**src/rtl/r_bus_arb_pkg.sv**
```systemverilog
// Shared types and the round-robin pick helper for the RAM read-bus arbiter.
// The helper is sized for up to MAX_CH requesters, so the write-port arbiter can reuse it.
package r_bus_arb_pkg;

   localparam int MAX_CH   = 16;
   localparam int MAX_CH_W = 4;

   typedef logic [1:0] state_t;
   localparam state_t IDLE  = 2'd0;
   localparam state_t GRANT = 2'd1;
   localparam state_t RESP  = 2'd2;

   typedef struct packed {
      logic                found;
      logic [MAX_CH_W-1:0] idx;
   } rr_pick_t;

   // First set request after 'last', wrapping modulo num_ch.
   function automatic rr_pick_t rr_pick(input logic [MAX_CH-1:0]   req,
                                        input logic [MAX_CH_W-1:0] last,
                                        input int                  num_ch);
      rr_pick_t            res;
      logic [MAX_CH_W-1:0] ci;
      res = '0;
      for (int k = 1; k <= MAX_CH; k++) begin
         ci = MAX_CH_W'((int'(last) + k) % num_ch);
         if (k <= num_ch && !res.found && req[ci]) begin
            res.found = 1'b1;
            res.idx   = ci;
         end
      end
      return res;
   endfunction

endpackage

```
**src/rtl/r_bus_arbiter_rr.sv**
```systemverilog
// Round-robin picker: combinational choice from the request vector plus the
// registered last-served pointer, which advances only when the pick is taken.
module rr_arbiter
   import r_bus_arb_pkg::*;
#(
   parameter  int NUM_CH    = 4,
   localparam int LB_NUM_CH = $clog2(NUM_CH)
) (
   input  logic                 clk,
   input  logic                 n_rst,
   input  logic [NUM_CH-1:0]    req,
   input  logic                 load,
   output logic                 found,
   output logic [LB_NUM_CH-1:0] idx
);

   logic [LB_NUM_CH-1:0] last_q;
   rr_pick_t             pick;

   always_comb begin
      pick = rr_pick(MAX_CH'(req), MAX_CH_W'(last_q), NUM_CH);
   end

   assign found = pick.found;
   assign idx   = LB_NUM_CH'(pick.idx);

   // Pointer starts at the top channel so channel 0 wins the first arbitration.
   always_ff @(posedge clk or negedge n_rst) begin
      if (!n_rst) begin
         last_q <= LB_NUM_CH'(NUM_CH - 1);
      end else if (load && found) begin
         last_q <= idx;
      end
   end

endmodule

```
**src/rtl/r_bus_arbiter.sv**
```systemverilog
// N-channel round-robin arbiter in front of a single RAM read slave.
// Optional slave-response timeout is compiled in with `define R_BUS_ARB_TIMEOUT_EN.
module r_bus_arbiter
   import r_bus_arb_pkg::*;
#(
   parameter  int DATA_WIDTH     = 32,
   parameter  int RAM_DEPTH      = 256,
   parameter  int NUM_CH         = 4,
   parameter  int TIMEOUT_CYCLES = 1024,
   localparam int LB_RAM_DEPTH   = $clog2(RAM_DEPTH),
   localparam int LB_NUM_CH      = $clog2(NUM_CH)
) (
   input  logic                                 clk,
   input  logic                                 n_rst,
   input  logic [NUM_CH-1:0]                    m_valid,
   input  logic [NUM_CH-1:0][LB_RAM_DEPTH-1:0]  m_addr,
   output logic [NUM_CH-1:0]                    m_ready,
   output logic [NUM_CH-1:0][DATA_WIDTH-1:0]    m_data,
   output logic                                 s_valid,
   output logic [LB_RAM_DEPTH-1:0]              s_addr,
   input  logic                                 s_ready,
   input  logic [DATA_WIDTH-1:0]                s_data,
   output logic [LB_NUM_CH-1:0]                 grant_id,
   output logic                                 busy,
   output logic                                 timeout_err
);

   state_t               state;
   logic                 pick_found;
   logic [LB_NUM_CH-1:0] pick_idx;
   logic                 to_hit;

   rr_arbiter #(.NUM_CH(NUM_CH)) u_rr (
      .clk   (clk),
      .n_rst (n_rst),
      .req   (m_valid),
      .load  (state == IDLE),
      .found (pick_found),
      .idx   (pick_idx)
   );

`ifdef R_BUS_ARB_TIMEOUT_EN
   localparam int TO_W = (TIMEOUT_CYCLES > 1) ? $clog2(TIMEOUT_CYCLES) : 1;
   logic [TO_W-1:0] to_cnt;

   // Held at zero outside GRANT, so it is already clear on GRANT entry.
   always_ff @(posedge clk or negedge n_rst) begin
      if (!n_rst) begin
         to_cnt <= '0;
      end else if (state != GRANT) begin
         to_cnt <= '0;
      end else begin
         to_cnt <= to_cnt + 1'b1;
      end
   end

   assign to_hit = (to_cnt == TO_W'(TIMEOUT_CYCLES - 1));
`else
   assign to_hit = 1'b0;
`endif

   // NOTE: sequential state uses non-blocking (<=) so every register samples
   // pre-edge values regardless of statement order.
   always_ff @(posedge clk or negedge n_rst) begin
      if (!n_rst) begin
         state       <= IDLE;
         s_valid     <= 1'b0;
         s_addr      <= '0;
         m_ready     <= '0;
         // NOTE: the per-channel data array is reset explicitly because its
         // post-reset value of zero is observable on m_data.
         m_data      <= '0;
         grant_id    <= '0;
         timeout_err <= 1'b0;
      end else begin
         timeout_err <= 1'b0;
         case (state)
            IDLE: begin
               if (pick_found) begin
                  grant_id <= pick_idx;
                  s_addr   <= m_addr[pick_idx];
                  s_valid  <= 1'b1;
                  state    <= GRANT;
               end
            end
            GRANT: begin
               // A response arriving on the timeout cycle still completes normally.
               if (s_ready) begin
                  s_valid           <= 1'b0;
                  m_data[grant_id]  <= s_data;
                  m_ready[grant_id] <= 1'b1;
                  state             <= RESP;
               end else if (to_hit) begin
                  s_valid           <= 1'b0;
                  m_data[grant_id]  <= '1;
                  m_ready[grant_id] <= 1'b1;
                  timeout_err       <= 1'b1;
                  state             <= RESP;
               end
            end
            RESP: begin
               m_ready <= '0;
               state   <= IDLE;
            end
            default: begin
               state <= IDLE;
            end
         endcase
      end
   end

   assign busy = (state != IDLE);

endmodule

```
**config.mk**
```make
export PLATFORM = sky130hd
export DESIGN_NAME = r_bus_arbiter
export DESIGN_NICKNAME = d
export VERILOG_FILES = /design/src/rtl/r_bus_arb_pkg.sv /design/src/rtl/r_bus_arbiter_rr.sv /design/src/rtl/r_bus_arbiter.sv
export SDC_FILE = /design/constraint.sdc
export NUM_CORES = 1
export LEC_CHECK = 0
export ABC_AREA = 1
export BUFFER_PORTS_ARGS = -buffer_cell sky130_fd_sc_hd__buf_2
export CORE_MARGIN = 2
export CORE_UTILIZATION = 53
export DETAILED_ROUTE_END_ITERATION = 8
export GPL_TIMING_DRIVEN = 0
export PLACE_DENSITY = 0.82
export SETUP_SLACK_MARGIN = 0.3
export SYNTH_ARGS = -nofsm -noshare
export SYNTH_HDL_FRONTEND = slang
export SYNTH_SLANG_ARGS = --single-unit
```
**constraint.sdc**
```tcl
create_clock -name clk -period 2.6 [get_ports clk]
set_input_delay 0.13 -clock clk [delete_from_list [all_inputs] [get_ports clk]]
set_output_delay 0.13 -clock clk [all_outputs]
set_load 0.02 [all_outputs]
```
Yosys cells after proc, flatten, opt, wreduce, memory -nomap -nowiden
Cells that the tools add are included.
W data, S select, Z words.
{"block": "totals", "ff_bits": 147, "latchBits": 0, "ram_bits": 0, "romBits": 0, "input_bits": 71, "out_inout_bits": 145, "word_cells": 78, "mem_count": 0}
{"block": "op_classes", "addsub": 4, "multipliers": 0, "div": 0, "magnitude_cmp": 7, "n_eq_ne": 4, "shifts": 0, "muxes": 27, "n_bitwise": 5, "reduce_logical": 21}
{"operator": "$bwmux W128", "n": 1}
{"operator": "$demux W32 S2", "n": 1}
{"operator": "$mux W32", "n": 1}
{"operator": "$lt A4 B5 Y1 const B", "n": 4}
{"operator": "$mux W5", "n": 4}
{"operator": "$bmux W8 S2", "n": 1}
{"operator": "$bmux W1 S3", "n": 4}
{"operator": "$mux W8", "n": 1}
{"operator": "$pmux W4 S2", "n": 1}
{"operator": "$reduce_and A2 Y1", "n": 4}
{"operator": "$reduce_or A2 Y1", "n": 4}
{"operator": "$mux W1", "n": 7}
{"operator": "$lt A2 B3 Y1 const B", "n": 2}
{"operator": "$reduce_bool A2 Y1", "n": 3}
{"operator": "$logic_and A1 B1 Y1", "n": 5}
{"operator": "$add A2 B1 Y2 const B", "n": 2}
{"operator": "$add A2 B2 Y2 const B", "n": 2}
{"operator": "$and A1 B1 Y1 const A", "n": 4}
{"operator": "$mux W2", "n": 2}
{"operator": "$mux W4", "n": 1}
{"operator": "$ne A2 B2 Y1 const B", "n": 2}
{"operator": "$or A4 B4 Y4", "n": 1}
{"operator": "$pmux W2 S2", "n": 1}
{"operator": "$logic_not A1 Y1", "n": 3}
{"operator": "7 further kinds", "n": 7}

Depth between registers and ports, before layout
{"block": "depth", "word_depth": 17, "depth_mapped": 16, "mapped_depth_nobuf": 15}

Cells and area by module
Synthesis repeated with hierarchy kept, for this count alone.
{"block": "hier_totals", "hier_cells": 755, "area_unflattened_um2": 6211.0}
{"mod": "r_bus_arbiter", "instances": 1, "cells_per_inst": 689, "area_each_um2": 5833.1, "seq_area_each_um2": 3628.5}
{"mod": "rr_arbiter", "instances": 1, "cells_per_inst": 66, "area_each_um2": 377.9, "seq_area_each_um2": 52.6}

Worst setup path after synthesis
Ideal clock, no wire load.
{"block": "synth_timing", "kind": "flip-flop to flip-flop", "startpoint": "register u_rr.last_q[0]", "endpoint": "register s_addr[0]", "setup_time_ps": 130, "arrival_time_ps": 1658, "t_required_ps": 2470, "slack_ps": 812, "path_stages_with_launch": 15, "n_path_buf": 1, "synth_period_minus_slack_ps": 1788, "cell_sequence": "dfstp_2 inv_2 nand2_1 nand2_1 nand2_2 nand2_2 nor2_4 nand3_2 nand2_4 nand2_4 buf_6 inv_2 nand2_1 nand3_1 nand3_1"}
{"block": "synth_between", "elab_chain_len": 17, "word_cells_on_any_way": 33, "classes_between": "add/sub (4); mux (14); bitwise (4); reduce/logical (11)"}
{"element": "start: declaration", "line_no": "r_bus_arbiter_rr.sv:17", "source": "logic [LB_NUM_CH-1:0] last_q;"}
{"element": "start signal: assignment", "line_no": "r_bus_arbiter_rr.sv:30", "source": "last_q <= LB_NUM_CH'(NUM_CH - 1);"}
{"element": "start signal: assignment", "line_no": "r_bus_arbiter_rr.sv:32", "source": "last_q <= idx;"}
{"element": "$add A2 B1 Y2", "line_no": "r_bus_arb_pkg.sv:26", "source": "ci = MAX_CH_W'((int'(last) + k) % num_ch);"}
{"element": "$reduce_or A2 Y1 (no source line)"}
{"element": "$and A1 B1 Y1 (no source line)"}
{"element": "$bmux W1 S3", "line_no": "r_bus_arb_pkg.sv:27", "source": "if (k <= num_ch && !res.found && req[ci]) begin"}
{"element": "$mux W1 (not written as such)", "line_no": "r_bus_arb_pkg.sv:27"}
{"element": "$mux W5", "line_no": "r_bus_arb_pkg.sv:27"}
{"element": "$logic_not A1 Y1", "line_no": "r_bus_arb_pkg.sv:27"}
{"element": "$logic_and A1 B1 Y1", "line_no": "r_bus_arb_pkg.sv:27"}
{"element": "$mux W5", "line_no": "r_bus_arb_pkg.sv:27"}
{"element": "$logic_not A1 Y1", "line_no": "r_bus_arb_pkg.sv:27"}
{"element": "$logic_and A1 B1 Y1", "line_no": "r_bus_arb_pkg.sv:27"}
{"element": "$mux W5", "line_no": "r_bus_arb_pkg.sv:27"}
{"element": "$logic_not A1 Y1", "line_no": "r_bus_arb_pkg.sv:27"}
{"element": "$logic_and A1 B1 Y1", "line_no": "r_bus_arb_pkg.sv:27"}
{"element": "$mux W5 *", "line_no": "r_bus_arb_pkg.sv:27"}
{"element": "$bmux W8 S2", "line_no": "r_bus_arbiter.sv:81", "source": "s_addr <= m_addr[pick_idx];"}
{"element": "$mux W8 (not written as such)", "line_no": "r_bus_arbiter.sv:81"}
{"element": "end signal: assignment", "line_no": "r_bus_arbiter.sv:81"}
{"element": "end: declaration", "line_no": "r_bus_arbiter.sv:20", "source": "output logic [LB_RAM_DEPTH-1:0] s_addr,"}
Every way passes the cells marked *; elsewhere a longest branch is shown, timed or not. The select of a mux whose other input is x is not followed.
A chain may end at the register's enable or synchronous reset.

Worst setup path after layout
{"block": "layout_timing", "startpoint": "register state[0]", "endpoint": "register m_data[63] in the netlist's numbering"}
{"block": "layout_between", "elab_chain_len": 2}
{"element": "start: declaration", "line_no": "r_bus_arbiter.sv:28", "source": "state_t state;"}
{"element": "start signal: assignment", "line_no": "r_bus_arbiter.sv:66", "source": "state <= IDLE;"}
{"element": "start signal: assignment", "line_no": "r_bus_arbiter.sv:83", "source": "state <= GRANT;"}
{"element": "start signal: assignment", "line_no": "r_bus_arbiter.sv:92", "source": "state <= RESP;"}
{"element": "$eq A2 B1 Y1", "line_no": "r_bus_arbiter.sv:77", "source": "case (state)"}
{"element": "$reduce_and A2 Y1 (no source line)"}
{"element": "end signal: indexed assignment", "line_no": "r_bus_arbiter.sv:90", "source": "m_data[grant_id] <= s_data;"}
{"element": "end: declaration", "line_no": "r_bus_arbiter.sv:18", "source": "output logic [NUM_CH-1:0][DATA_WIDTH-1:0] m_data,"}
No other way between the ends.

==> summary.txt <==
Clock tree
  – Clock-pin slew on the worst setup and hold paths: around 0.07 ns
  – Clock Path Buffers: 2
  – Skew-Pair Late Insertion Delay: between 0.5 and 0.6 ns
  – Postcts setup bufs: 0
  – CTS root buffer: clkbuf_8
  – TritonCTS clock tree: done
  – H-tree Lvls: 4
  – CTS sink count: 147
  – CTS buffer count: 17

Pwr
  – Pwr per Cell Area: approximately 1400 nW/um^2
  – Comb power frac: a little under half
  – Clock Power Share: about a fifth
  – Total power: 11.7 mW
  – Pleak: about 4.5 nW
  – Psw: ~5.3 mW
  – Peak VDD IR: ~0.85 mV
  – Switching Fraction: between 40% and 50%
  – Reg power frac: between 30% and 40%
  – Int Power: between 6 and 7 mW

Synthesis
  – Post-synth EDFFs: 0
  – Synth top area share: between 60% and 70%
  – Ys Warns: 0
  – FFs w/ async S/R, synth: 100%
  – Post-synthesis cell type count: 25
  – Mean cell area of the mapped netlist: between 9 and 10 sq um
  – Synth Cell Area: ~5900 sq um
  – Synth top area cells: dfrtp_1 (62%), nand2_1 (10%), o21ai_0 (8.2%)
  – Top FF cell, synth: dfrtp_1
  – Synth Instances: 650
  – Syn nets: between 700 and 800
  – Sequential area share after synthesis: between 60% and 70%
  – Post-synthesis register bit count: 147
  – Area leader, netlist: dfrtp_1

Route
  – DRC violations left: 0
  – Pre-antenna DRT Iters: 5
  – Top sig layer: met4
  – Vias per cell: ~5.2
  – Met2 routed wirelength: 8920 um
  – Vias: between 5000 and 6000
  – DR WL/cell: 16.5 um
  – WL met3: about 1300 um
  – Final antenna-violating net count: 0
  – Post-Route WL: between 15000 and 20000 um
  – Drt initial violations: 416
  – Routed length on met1: slightly below 7000 um

Timing
  – Final setup violation count: 0
  – FMAX: ~0.47 GHz
  – Max Slew Vio Count: 0
  – Final period utilization: 81.4%
  – Post-route setup slack: 0.484 ns
  – Minimum clock period: 2.12 ns
  – Worst-margin pin slew: roughly 0.56 ns
  – Worst slew margin: a little over three fifths
  – Hold WS: about 0.017 ns
  – Skew final: 0.0184 ns
  – RSZ-0062 raised after global routing: false
  – Final Hold Violating Endpoints: 0

Layout
  – Nets: approximately 1000
  – Reg area: 3680 sq um
  – Area Overhead vs Synth: 41.2%
  – Layout cell share with drive strength beyond 1: 29.1%
  – Fillers: about 750
  – Area of the multi-input gates: between 1500 and 2000 sq um

Floorplan
  – Chip Width: 109 um
  – I/O pin cnt: roughly 220
  – Num rows: 38
  – Initial core utilization: ~54%
  – Die Ht: approximately 110 um
  – Core Area: around 11000 sq um
  – Area of the die: around 12000 sq um

Placement
  – GP Congestion: 0.879
  – # port buffers: ~210
  – Dpl ws: 0.438 ns
  – HPWL Detailed: roughly 11000 um

Global routing
  – Initial antenna violation count: 1
  – Tot GR Track Use: between 30% and 40%
  – Largest net degree at the start of global routing: 91
  – Global-route wire length before repair: about 28000 um
  – GRT overflow: 0
  – Vias in the first global route: ~5900

Critical path
  – Worst setup SP type: register
  – CP Data Arrival Time: approximately 2.5 ns
  – Critical path type: register to register
  – Crit end category: register
  – Worst Path Required: ~3 ns
  – Critical path fanouts, max: 10

Worst hold path
  – Worst min path class: primary input to register

Run
  – Max-cap violations: 0

Status
  – Status: completed
==> Yosys cell counts, types with 2 or more instances <==
master,count
a21oi_1,33
buf_6,2
clkbuf_1,26
dfrtp_1,145
dfstp_2,2
inv_1,70
inv_2,7
nand2_1,164
nand2_2,10
nand2_4,2
nand3_1,27
nand4_1,2
nor2_1,42
nor2_4,2
nor3_1,3
o211ai_1,5
o21ai_0,97
o21ai_1,4
==> critical path: stages, from the launching register on <==
cell,delay (ns)
dfrtp_1,0.36
inv_1,0.08
nor2_1,0.08
nand2_1,0.12
nor3_1,0.26
clkbuf_1,0.40
clkbuf_1,0.50
a21oi_1,0.17
==> per-layer routing <==
metal	vias up	track usage [%]
met5	-	0
met4	0	18.6
met3	75	8.30
met2	264	51.1
met1	2747	37.4
li1	2641	-
==> power by group through the flow <==
stage          clock (mW)  combinational, mW  sequential (mW)
2_1_floorplan           0               2.12             5.27
3_3_place_gp            0               5.12             3.97
3_5_place_dp            0               5.26             4.00
4_1_cts              2.33               5.34             4.00
5_1_grt              2.45               5.93             4.13
6_report             2.30               5.39             4.02
==> through the flow <==
step,std cells,TNS (ns),cell area (sq um),util (%)
finish,1095,0,8310,76.7
global route,1095,0,8310,76.7
global placement,1004,-93.08,7130,65.8
floorplan,650,0,5890,-
detailed placement,1005,0,7170,66.1
CTS,1094,0,8310,76.6
==> what timing repair did <==
item | CTS | global route
hold endpoints to repair | 195 | 0
hold buffers | 57 | 0
endpoints found under the setup margin | 0 | 7
gates resized for setup | 0 | 4
==> final cells by class <==
class | instances | share of cell area (%)
Antenna cell | 1 | 0.0301
Buffer | 30 | 1.63
Clock buffer | 18 | 5.15
Clock inverter | 14 | 1.70
Inverter | 78 | 3.52
Multi-Input combinational cell | 395 | 21.4
Sequential cell | 147 | 44.3
Tap cell | 140 | 2.11
Timing Repair Buffer | 272 | 20.2
==> layout by cell type (no fill, tap or decap), drive strengths merged <==
cell type / n
clkinv: 5
o21ai: 101
nand3: 28
nor3: 3
nor2: 45
clkbuf: 44
a21oi: 33
dfstp: 2
nand4: 2
buf: 219
diode: 1
inv: 85
clkinvlp: 2
dlygate4sd3: 57
o211ai: 5
o31ai: 1
conb: 1
nand2: 176
dfrtp: 145
==> final timing paths <==
path                                  startpoint                       to  slack, ns  cells past startpoint
max                         state[0]$_DFFE_PN0P_   m_data[63]$_DFFE_PN0P_       0.48                      7
min                                    m_addr[9]    s_addr[1]$_DFFE_PN0P_       0.02                      7
max reg2reg                 state[0]$_DFFE_PN0P_   m_data[63]$_DFFE_PN0P_       0.48                      7
min reg2reg                s_addr[2]$_DFFE_PN0P_    s_addr[2]$_DFFE_PN0P_       0.48                      2
max in group asynchronous                  n_rst   m_data[33]$_DFFE_PN0P_       1.61                      3
min in group asynchronous                  n_rst  m_data[103]$_DFFE_PN0P_       0.18                      2
==> cells by family after synthesis <==
| family | synth area share [%] |
|---|---|
| AND/OR/NAND/NOR | 18.0 |
| other | 0.0637 |
| flip-flops | 62.5 |
| AO/OA/AOI/OAI | 12.2 |
| buffers and inverters | 7.23 |
==> sequential cells by signal (all words and copies together), names as in the netlist <==
name	count
grant_id	2
m_data	128
m_ready	4
s_addr	8
s_valid	1
state	2
u_rr.last_q	2
Note: power is estimated with default switching activity, not from simulation.
